--- config.mk ---
export PLATFORM = sky130hd
export DESIGN_NAME = rv_mem_arb
export DESIGN_NICKNAME = d
export VERILOG_FILES = /design/src/rtl/rv_mem_arb.sv
export SDC_FILE = /design/constraint.sdc
export NUM_CORES = 1
export LEC_CHECK = 0
export ABC_CLOCK_PERIOD_IN_PS = 6700
export CAP_MARGIN = 15
export CORE_MARGIN = 8
export CORE_UTILIZATION = 35
export CTS_BUF_LIST = sky130_fd_sc_hd__clkbuf_2 sky130_fd_sc_hd__clkbuf_4 sky130_fd_sc_hd__clkbuf_8
export CTS_CLUSTER_SIZE = 8
export DETAILED_ROUTE_END_ITERATION = 6
export GPL_TIMING_DRIVEN = 0
export HOLD_SLACK_MARGIN = 0.06
export PLACE_DENSITY_LB_ADDON = 0.25
export SETUP_SLACK_MARGIN = 0.1
export SLEW_MARGIN = 5
export SYNTH_ARGS = -nofsm -noshare
export SYNTH_HDL_FRONTEND = slang
export SYNTH_SLANG_ARGS = --single-unit
--- constraint.sdc ---
create_clock -name clk -period 6.7 [get_ports clk]
set_clock_uncertainty 0.2 [all_clocks]
set_input_delay 2.01 -clock clk [delete_from_list [all_inputs] [get_ports clk]]
set_output_delay 2.01 -clock clk [all_outputs]
set_load 0.05 [all_outputs]
--- src/rtl/rv_mem_arb.sv ---
// rv_mem_arb: shares one fixed-latency single-port memory between the core and a debug/loader port.
// Define MEM_ARB_STATS_EN to add the stall_cnt / c_gnt_cnt / d_gnt_cnt statistics outputs.
module rv_mem_arb #(
  parameter int AW        = 32,
  parameter int DW        = 32,
  parameter int WAIT_CYC  = 2,
  parameter int MAX_BURST = 4
) (
  input  logic          clk,
  input  logic          rst,
  // Handshake: a requester raises x_req with a stable bundle and holds it until x_gnt;
  // x_gnt is a combinational one-cycle pulse in IDLE, x_rvalid pulses once WAIT_CYC+1 cycles later.
  input  logic          c_req,
  input  logic          c_we,
  input  logic [AW-1:0] c_addr,
  input  logic [DW-1:0] c_wdata,
  output logic          c_gnt,
  output logic          c_rvalid,
  output logic [DW-1:0] c_rdata,
  input  logic          d_req,
  input  logic          d_we,
  input  logic [AW-1:0] d_addr,
  input  logic [DW-1:0] d_wdata,
  output logic          d_gnt,
  output logic          d_rvalid,
  output logic [DW-1:0] d_rdata,
  output logic          mem_en,
  output logic          mem_we,
  output logic [AW-1:0] mem_addr,
  output logic [DW-1:0] mem_wdata,
  input  logic [DW-1:0] mem_rdata,
`ifdef MEM_ARB_STATS_EN
  output logic [15:0]   stall_cnt,
  output logic [15:0]   c_gnt_cnt,
  output logic [15:0]   d_gnt_cnt,
`endif
  output logic          busy
);

  typedef enum logic [1:0] {
    S_IDLE   = 2'd0,
    S_ACCESS = 2'd1,
    S_RESP   = 2'd2
  } state_e;

  localparam logic [3:0] WAIT_LOAD = 4'(WAIT_CYC - 1);
  localparam logic [3:0] BURST_MAX = 4'(MAX_BURST);

  state_e        state_q, state_d;
  logic          owner_q, owner_d;  // 1 = debug owns the current transaction
  logic          we_q, we_d;
  logic [AW-1:0] addr_q, addr_d;
  logic [DW-1:0] wdata_q, wdata_d;
  logic [DW-1:0] c_rdata_q, c_rdata_d;
  logic [DW-1:0] d_rdata_q, d_rdata_d;
  logic [3:0]    wait_q, wait_d;
  logic [3:0]    burst_q, burst_d;
  logic          arb_open;
  logic          core_wins;

  // Grants are masked while rst is high so every output reads 0 during reset.
  assign arb_open  = (state_q == S_IDLE) && !rst;
  assign core_wins = c_req && (!d_req || (burst_q == BURST_MAX));

  always_comb begin
    state_d   = state_q;
    owner_d   = owner_q;
    we_d      = we_q;
    addr_d    = addr_q;
    wdata_d   = wdata_q;
    c_rdata_d = c_rdata_q;
    d_rdata_d = d_rdata_q;
    wait_d    = wait_q;
    burst_d   = burst_q;
    c_gnt     = 1'b0;
    d_gnt     = 1'b0;
    case (state_q)
      S_IDLE: begin
        if (arb_open && core_wins) begin
          c_gnt   = 1'b1;
          owner_d = 1'b0;
          we_d    = c_we;
          addr_d  = c_addr;
          wdata_d = c_wdata;
          burst_d = '0;
          wait_d  = WAIT_LOAD;
          state_d = S_ACCESS;
        end else if (arb_open && d_req) begin
          d_gnt   = 1'b1;
          owner_d = 1'b1;
          we_d    = d_we;
          addr_d  = d_addr;
          wdata_d = d_wdata;
          wait_d  = WAIT_LOAD;
          state_d = S_ACCESS;
          // Only debug wins taken while the core waits count toward the burst limit.
          if (!c_req) begin
            burst_d = '0;
          end else if (burst_q != BURST_MAX) begin
            burst_d = burst_q + 4'd1;
          end
        end
      end
      S_ACCESS: begin
        if (wait_q == '0) begin
          state_d = S_RESP;
          if (owner_q) begin
            d_rdata_d = we_q ? '0 : mem_rdata;
          end else begin
            c_rdata_d = we_q ? '0 : mem_rdata;
          end
        end else begin
          wait_d = wait_q - 4'd1;
        end
      end
      S_RESP: begin
        state_d = S_IDLE;
      end
      default: begin
        state_d = S_IDLE;
      end
    endcase
  end

  always_ff @(posedge clk or posedge rst) begin
    if (rst) begin
      state_q   <= S_IDLE;
      owner_q   <= 1'b0;
      we_q      <= 1'b0;
      addr_q    <= '0;
      wdata_q   <= '0;
      c_rdata_q <= '0;
      d_rdata_q <= '0;
      wait_q    <= '0;
      burst_q   <= '0;
    end else begin
      state_q   <= state_d;
      owner_q   <= owner_d;
      we_q      <= we_d;
      addr_q    <= addr_d;
      wdata_q   <= wdata_d;
      c_rdata_q <= c_rdata_d;
      d_rdata_q <= d_rdata_d;
      wait_q    <= wait_d;
      burst_q   <= burst_d;
    end
  end

  assign mem_en    = (state_q == S_ACCESS);
  assign mem_we    = mem_en && we_q;
  assign mem_addr  = mem_en ? addr_q : '0;
  assign mem_wdata = mem_en ? wdata_q : '0;
  assign c_rvalid  = (state_q == S_RESP) && !owner_q;
  assign d_rvalid  = (state_q == S_RESP) && owner_q;
  assign c_rdata   = c_rdata_q;
  assign d_rdata   = d_rdata_q;
  assign busy      = (state_q != S_IDLE);

`ifdef MEM_ARB_STATS_EN
  logic [15:0] stall_cnt_q, stall_cnt_d;
  logic [15:0] c_gnt_cnt_q, c_gnt_cnt_d;
  logic [15:0] d_gnt_cnt_q, d_gnt_cnt_d;

  always_comb begin
    stall_cnt_d = stall_cnt_q;
    c_gnt_cnt_d = c_gnt_cnt_q;
    d_gnt_cnt_d = d_gnt_cnt_q;
    if (c_req && !c_gnt && (stall_cnt_q != 16'hFFFF)) stall_cnt_d = stall_cnt_q + 16'd1;
    if (c_gnt && (c_gnt_cnt_q != 16'hFFFF))           c_gnt_cnt_d = c_gnt_cnt_q + 16'd1;
    if (d_gnt && (d_gnt_cnt_q != 16'hFFFF))           d_gnt_cnt_d = d_gnt_cnt_q + 16'd1;
  end

  always_ff @(posedge clk or posedge rst) begin
    if (rst) begin
      stall_cnt_q <= '0;
      c_gnt_cnt_q <= '0;
      d_gnt_cnt_q <= '0;
    end else begin
      stall_cnt_q <= stall_cnt_d;
      c_gnt_cnt_q <= c_gnt_cnt_d;
      d_gnt_cnt_q <= d_gnt_cnt_d;
    end
  end

  assign stall_cnt = stall_cnt_q;
  assign c_gnt_cnt = c_gnt_cnt_q;
  assign d_gnt_cnt = d_gnt_cnt_q;
`endif

endmodule

# Word-level counts from Yosys, hierarchy flattened
# Cells that the tools add are included.
[classes]
n_bitwise = 1
reduce_logical = 22
eq_ne = 8
add_sub_neg = 2
mux = 28
[op_table]
columns = ["op", "n"]
rows = [
  ["$mux W32", 7],
  ["$mux W4", 7],
  ["$reduce_and A3 Y1", 4],
  ["$mux W1", 9],
  ["$pmux W4 S2", 1],
  ["$logic_and A1 B1 Y1", 7],
  ["$mux W2", 3],
  ["$ne A3 B1 Y1 const B", 2],
  ["$reduce_bool A2 Y1", 3],
  ["$add A4 B1 Y4 const B", 1],
  ["$eq A4 B3 Y1 const B", 1],
  ["$logic_not A4 Y1", 1],
  ["$ne A4 B3 Y1 const B", 1],
  ["$pmux W2 S2", 1],
  ["$reduce_and A2 Y1", 2],
  ["$sub A4 B1 Y4 const B", 1],
  ["$logic_not A1 Y1", 3],
  ["$eq A2 B1 Y1 const B", 1],
  ["$eq A2 B2 Y1 const B", 1],
  ["$logic_not A2 Y1", 1],
  ["$ne A2 B1 Y1 const B", 1],
  ["$ne A2 B2 Y1 const B", 1],
  ["$logic_or A1 B1 Y1", 1],
  ["$not A1 Y1", 1],
]
[totals]
out_inout_bits = 135
word_cells = 70
reg_bits = 140
input_bits = 166

# Logic depth before layout (Yosys ltp)
[depth]
word_depth = 6
depth_mapped = 8
depth_no_buf = 5

# Worst setup path before layout
# No wires, ideal clock.
[synth_path]
path_type = "input to output"
start = "input c_req"
end = "output d_gnt"
cell_stages = 6
path_buffers = 3
path_slack_ns = 0.436
t_arrival_ns = 4.054
required_time_ns = 4.490
path_cell_list = "clkbuf_1 > nand4b_1 > clkbuf_1 > clkbuf_1 > nand2_1 > nor3_1"
[synth_via]
elab_chain_len = 4
[synth_lines]
columns = ["item", "line", "rtl"]
rows = [
  ["start: declaration", "13", "input logic c_req,"],
  ["$logic_and A1 B1 Y1", "63", "assign core_wins = c_req && (!d_req || (burst_q == BURST_MAX));"],
  ["$logic_and A1 B1 Y1", "79", "if (arb_open && core_wins) begin"],
  ["$mux W1", "79", ""],
  ["$mux W1", "77", "case (state_q)"],
  ["end: declaration", "24", "output logic d_gnt,"],
]
# No other way between the ends.

# Final worst setup path
[layout_path]
start = "input rst"
end = "output c_gnt"
[layout_via]
elab_chain_len = 5
[layout_lines]
columns = ["item", "line", "rtl"]
rows = [
  ["start: declaration", "10", "input logic rst,"],
  ["$logic_not A1 Y1 (no source line)", "n/a", ""],
  ["$logic_and A1 B1 Y1", "62", "assign arb_open = (state_q == S_IDLE) && !rst;"],
  ["$logic_and A1 B1 Y1", "79", ""],
  ["$mux W1", "79", ""],
  ["$mux W1", "77", ""],
  ["end: declaration", "17", "output logic c_gnt,"],
]
# No other way between the ends.

==> out/metrics.yaml <==
outcome:
  status: "complete, no violations"
timing:
  hold-worst-slack_ps: 284
  slew_headroom_pct: 49.8
  setup_viol: 0
  layout_setup_ws_ps: 332
  slew_viol_final: 0
  period_needed_ps: 6370
  worstMarginPinSlew_ps: 747
  min_period_over_period_pct: 95.0
  max_freq_ghz: 0.157
  finalHoldViolCount: 0
  rsz0062_at_grt: "false"
logic_synthesis:
  yosys.area.top_type: "dfrtp_1"
  ys_types: 37
  yosys.cell_count.top_type: "dfrtp_1"
  synth_ff_type: "dfrtp_1"
  syn_area_per_cell_sq_um: 10.3
  synth_common_cells: "dfrtp_1, and2_1, clkbuf_1, o211ai_1, nand2_1"
  synth_edf_count: 0
  synth-seq-area-share_pct: 49.3
  yosys-top-cells-area: "dfrtp_1, mux2_4, o211ai_1"
  synth_top_cell_area_share_pct: 49.3
  syn-num-nets: 862
  synth_area_sq_um: 7110
  yosys_warnings: 0
  synth_cells: 692
  synth-async-reset-ratio_pct: 100
  synth-seq-cells: 140
detailed_routing:
  drt-pass1-iter-count: 5
  drtAntennaViolNets: 0
  drc: 0
  wirelength_um: 25200
  wire_per_inst_um: 19.5
  drt_iter0_markers: 337
  num_vias: 6618
  via_per_inst: 5.11
setup_path:
  worstPathCellList: "clkdlybuf4s50_1 -> or3_1 -> clkbuf_1 -> clkbuf_1 -> nor2_1 -> dlygate4sd2_1"
  slowest_delay_ps: 540
  crit_path_frequent_cell: "clkbuf_1"
  cp_max_fo: 10
  cp.required_ps: 4490
  r2r_cells: 5
  path_class: "in -> out"
  end_kind: "primary output"
  cp-start-kind: "primary input"
  critPathTopFamily: "buffers and inverters"
  reg2reg_setup_slack_ps: 4040
  critPathBufInv: 4
  startpoint: "rst"
  r2r-end: "owner_q$_DFFE_PP0P_"
  timing.rr.start: "state_q[0]$_DFFE_PP0P_"
  cpMaxStageDelayCell: "clkdlybuf4s50_1"
  crit_arrival_ps: 4160
power:
  switchingPower_mw: 2.77
  p_clk_share_pct: 13.2
  p_per_area_nw_per_um2: 510
  internal-power_mw: 2.77
  leakage_nw: 4.44
  swShare_pct: 50.0
  power_frac_seq_pct: 25.4
  combPwrFrac_pct: 61.5
  ir_drop_uv: 228
finish:
  nets: 1181
  post-route-util_pct: 54.1
  diodes: 0
  syn2layout_area_growth_pct: 53.1
  fillers: 1840
  design_area_sq_um: 10900
  layout-drive-gt1-share_pct: 11.0
placed_design:
  post-place-ws_ps: -389
  portBuffers: 299
  dp_hpwl_um: 19100
  dpl_cell_area_sq_um: 10500
  place_congestion: 0.837
global_routing:
  track_usage_pct: 20.0
  grt_busiest_layer: "met2"
  grt-ovfl-total: 0
  use_met2_pct: 32.6
  grt_first_pass_wirelength_um: 38800
  antenna_found_initial: 0
  grt_pass1_vias: 6937
  grt_max_degree: 73
  grt_use_met3_pct: 7.27
  gr-usage-met1_pct: 24.7
clocking:
  cts_made_buffers: 17
  cts.htree.levels: 4
  clock-root-buffer: "clkbuf_8"
  clock_path_buffers: 2
  path_clk_slew_ps: 90
  clk_latency_ps: 440
  post_cts_buffers: 0
  cts_tree: "built"
  clock_sinks: 140
hold_path:
  min_to: "wait_q[3]$_DFFE_PP0P_"
  hp-class: "reg -> reg"
  hp-start: "wait_q[3]$_DFFE_PP0P_"
  holdPathStages: 1
die:
  die_w_um: 159
  die_h_um: 159
  core_sq_um: 20100
  num_rows: 52
  io_pins: 301
  die_area_sq_um: 25100
  start_util_pct: 35.4
run:
  maxCapViolCount: 0
[repair_timing]
action | CTS | global route
resized for setup | 4 | 3
setup endpoints to repair | 2 | 1
hold buffers | 0 | 0
[kinds of logic (layout without fill, tap and decap cells)]
logic type | after synthesis | count (layout) | synth area share (%)
flops | 140 | 140 | 49.3
fa+ha+maj | 4 | 4 | 0.704
compound gates | 159 | 159 | 14.3
buf+inv | 85 | 417 | 5.02
mux | 68 | 68 | 12.3
simple gates | 236 | 236 | 18.4
[cell usage in the layout (no fill, tap or decap), types with 6 or more instances in the layout]
master             n
clkdlybuf4s50_1  297
dfrtp_1          140
o211ai_1          59
and2_1            59
clkbuf_1          58
nand2_1           47
nand4_1           43
o21ai_0           41
mux2_2            33
nor2b_1           32
mux2_4            30
nand3_1           25
a21oi_1           24
a31oi_1           23
clkbuf_8          17
inv_1             13
nor2_1            11
inv_6              7
o221ai_1           6
buf_2              6
[final cells by class]
type	instances	area, sq um	area share [%]
clock inverter	15	178	1.63
tap	270	338	3.10
multi-input combinational	467	3250	29.9
inverter	14	57.6	0.529
sequential	140	3500	32.2
buffer	71	305	2.81
timing repair buffer	300	3010	27.7
clock buffer	17	234	2.15
[worst register-to-register path, cell delays in order (launching register included)]
cell and delay (ps):
dfrtp_1 450, nor3_1 650, clkbuf_1 500, clkbuf_1 480
a21oi_1 150, a21oi_1 150
[worst max path at each step]
| stage | cells past startpoint | slack, ps | endpoint |
|---|---|---|---|
| after global routing | 7 | 180 | d_gnt |
| after CTS | 7 | 80 | d_gnt |
| after global placement | 2 | -1630 | d_rdata[15]$_DFFE_PP0P_ |
| after detailed placement | 7 | -390 | d_gnt |
| final | 6 | 330 | c_gnt |
| after floorplan | 6 | 440 | d_gnt |
[power by group through the flow]
| stage | Combinational, mW | Sequential [mW] | Clock [mW] |
|---|---|---|---|
| floorplan | 1.78 | 1.89 | 0 |
| global placement | 3.41 | 1.41 | 0 |
| detailed placement | 3.43 | 1.42 | 0 |
| CTS | 3.44 | 1.41 | 0.756 |
| global route | 3.61 | 1.45 | 0.782 |
| finish | 3.41 | 1.41 | 0.731 |
[metal layers]
| layer | up-vias | wire, um |
|---|---|---|
| li1 | 3134 | - |
| met1 | 3200 | 10500 |
| met2 | 263 | 11900 |
| met3 | 21 | 2450 |
| met4 | 0 | 382 |
| met5 | - | 0 |
[sequential cells by signal, indices dropped and copies added (netlist names)]
signal and flops:
addr_q 32, burst_q 4, c_rdata 32, d_rdata 32
owner_q 1, state_q 2, wait_q 4, wdata_q 32
we_q 1
[stage by stage]
step	TNS (ps)	std cells	total power, mW
CTS	0	1294	5.60
detailed placement	-389	1262	4.85
global route	0	1294	5.84
global placement	-228180	1261	4.81
floorplan	0	692	3.66
finish	0	1294	5.55
No activity file was read; power rests on OpenSTA's default activity.
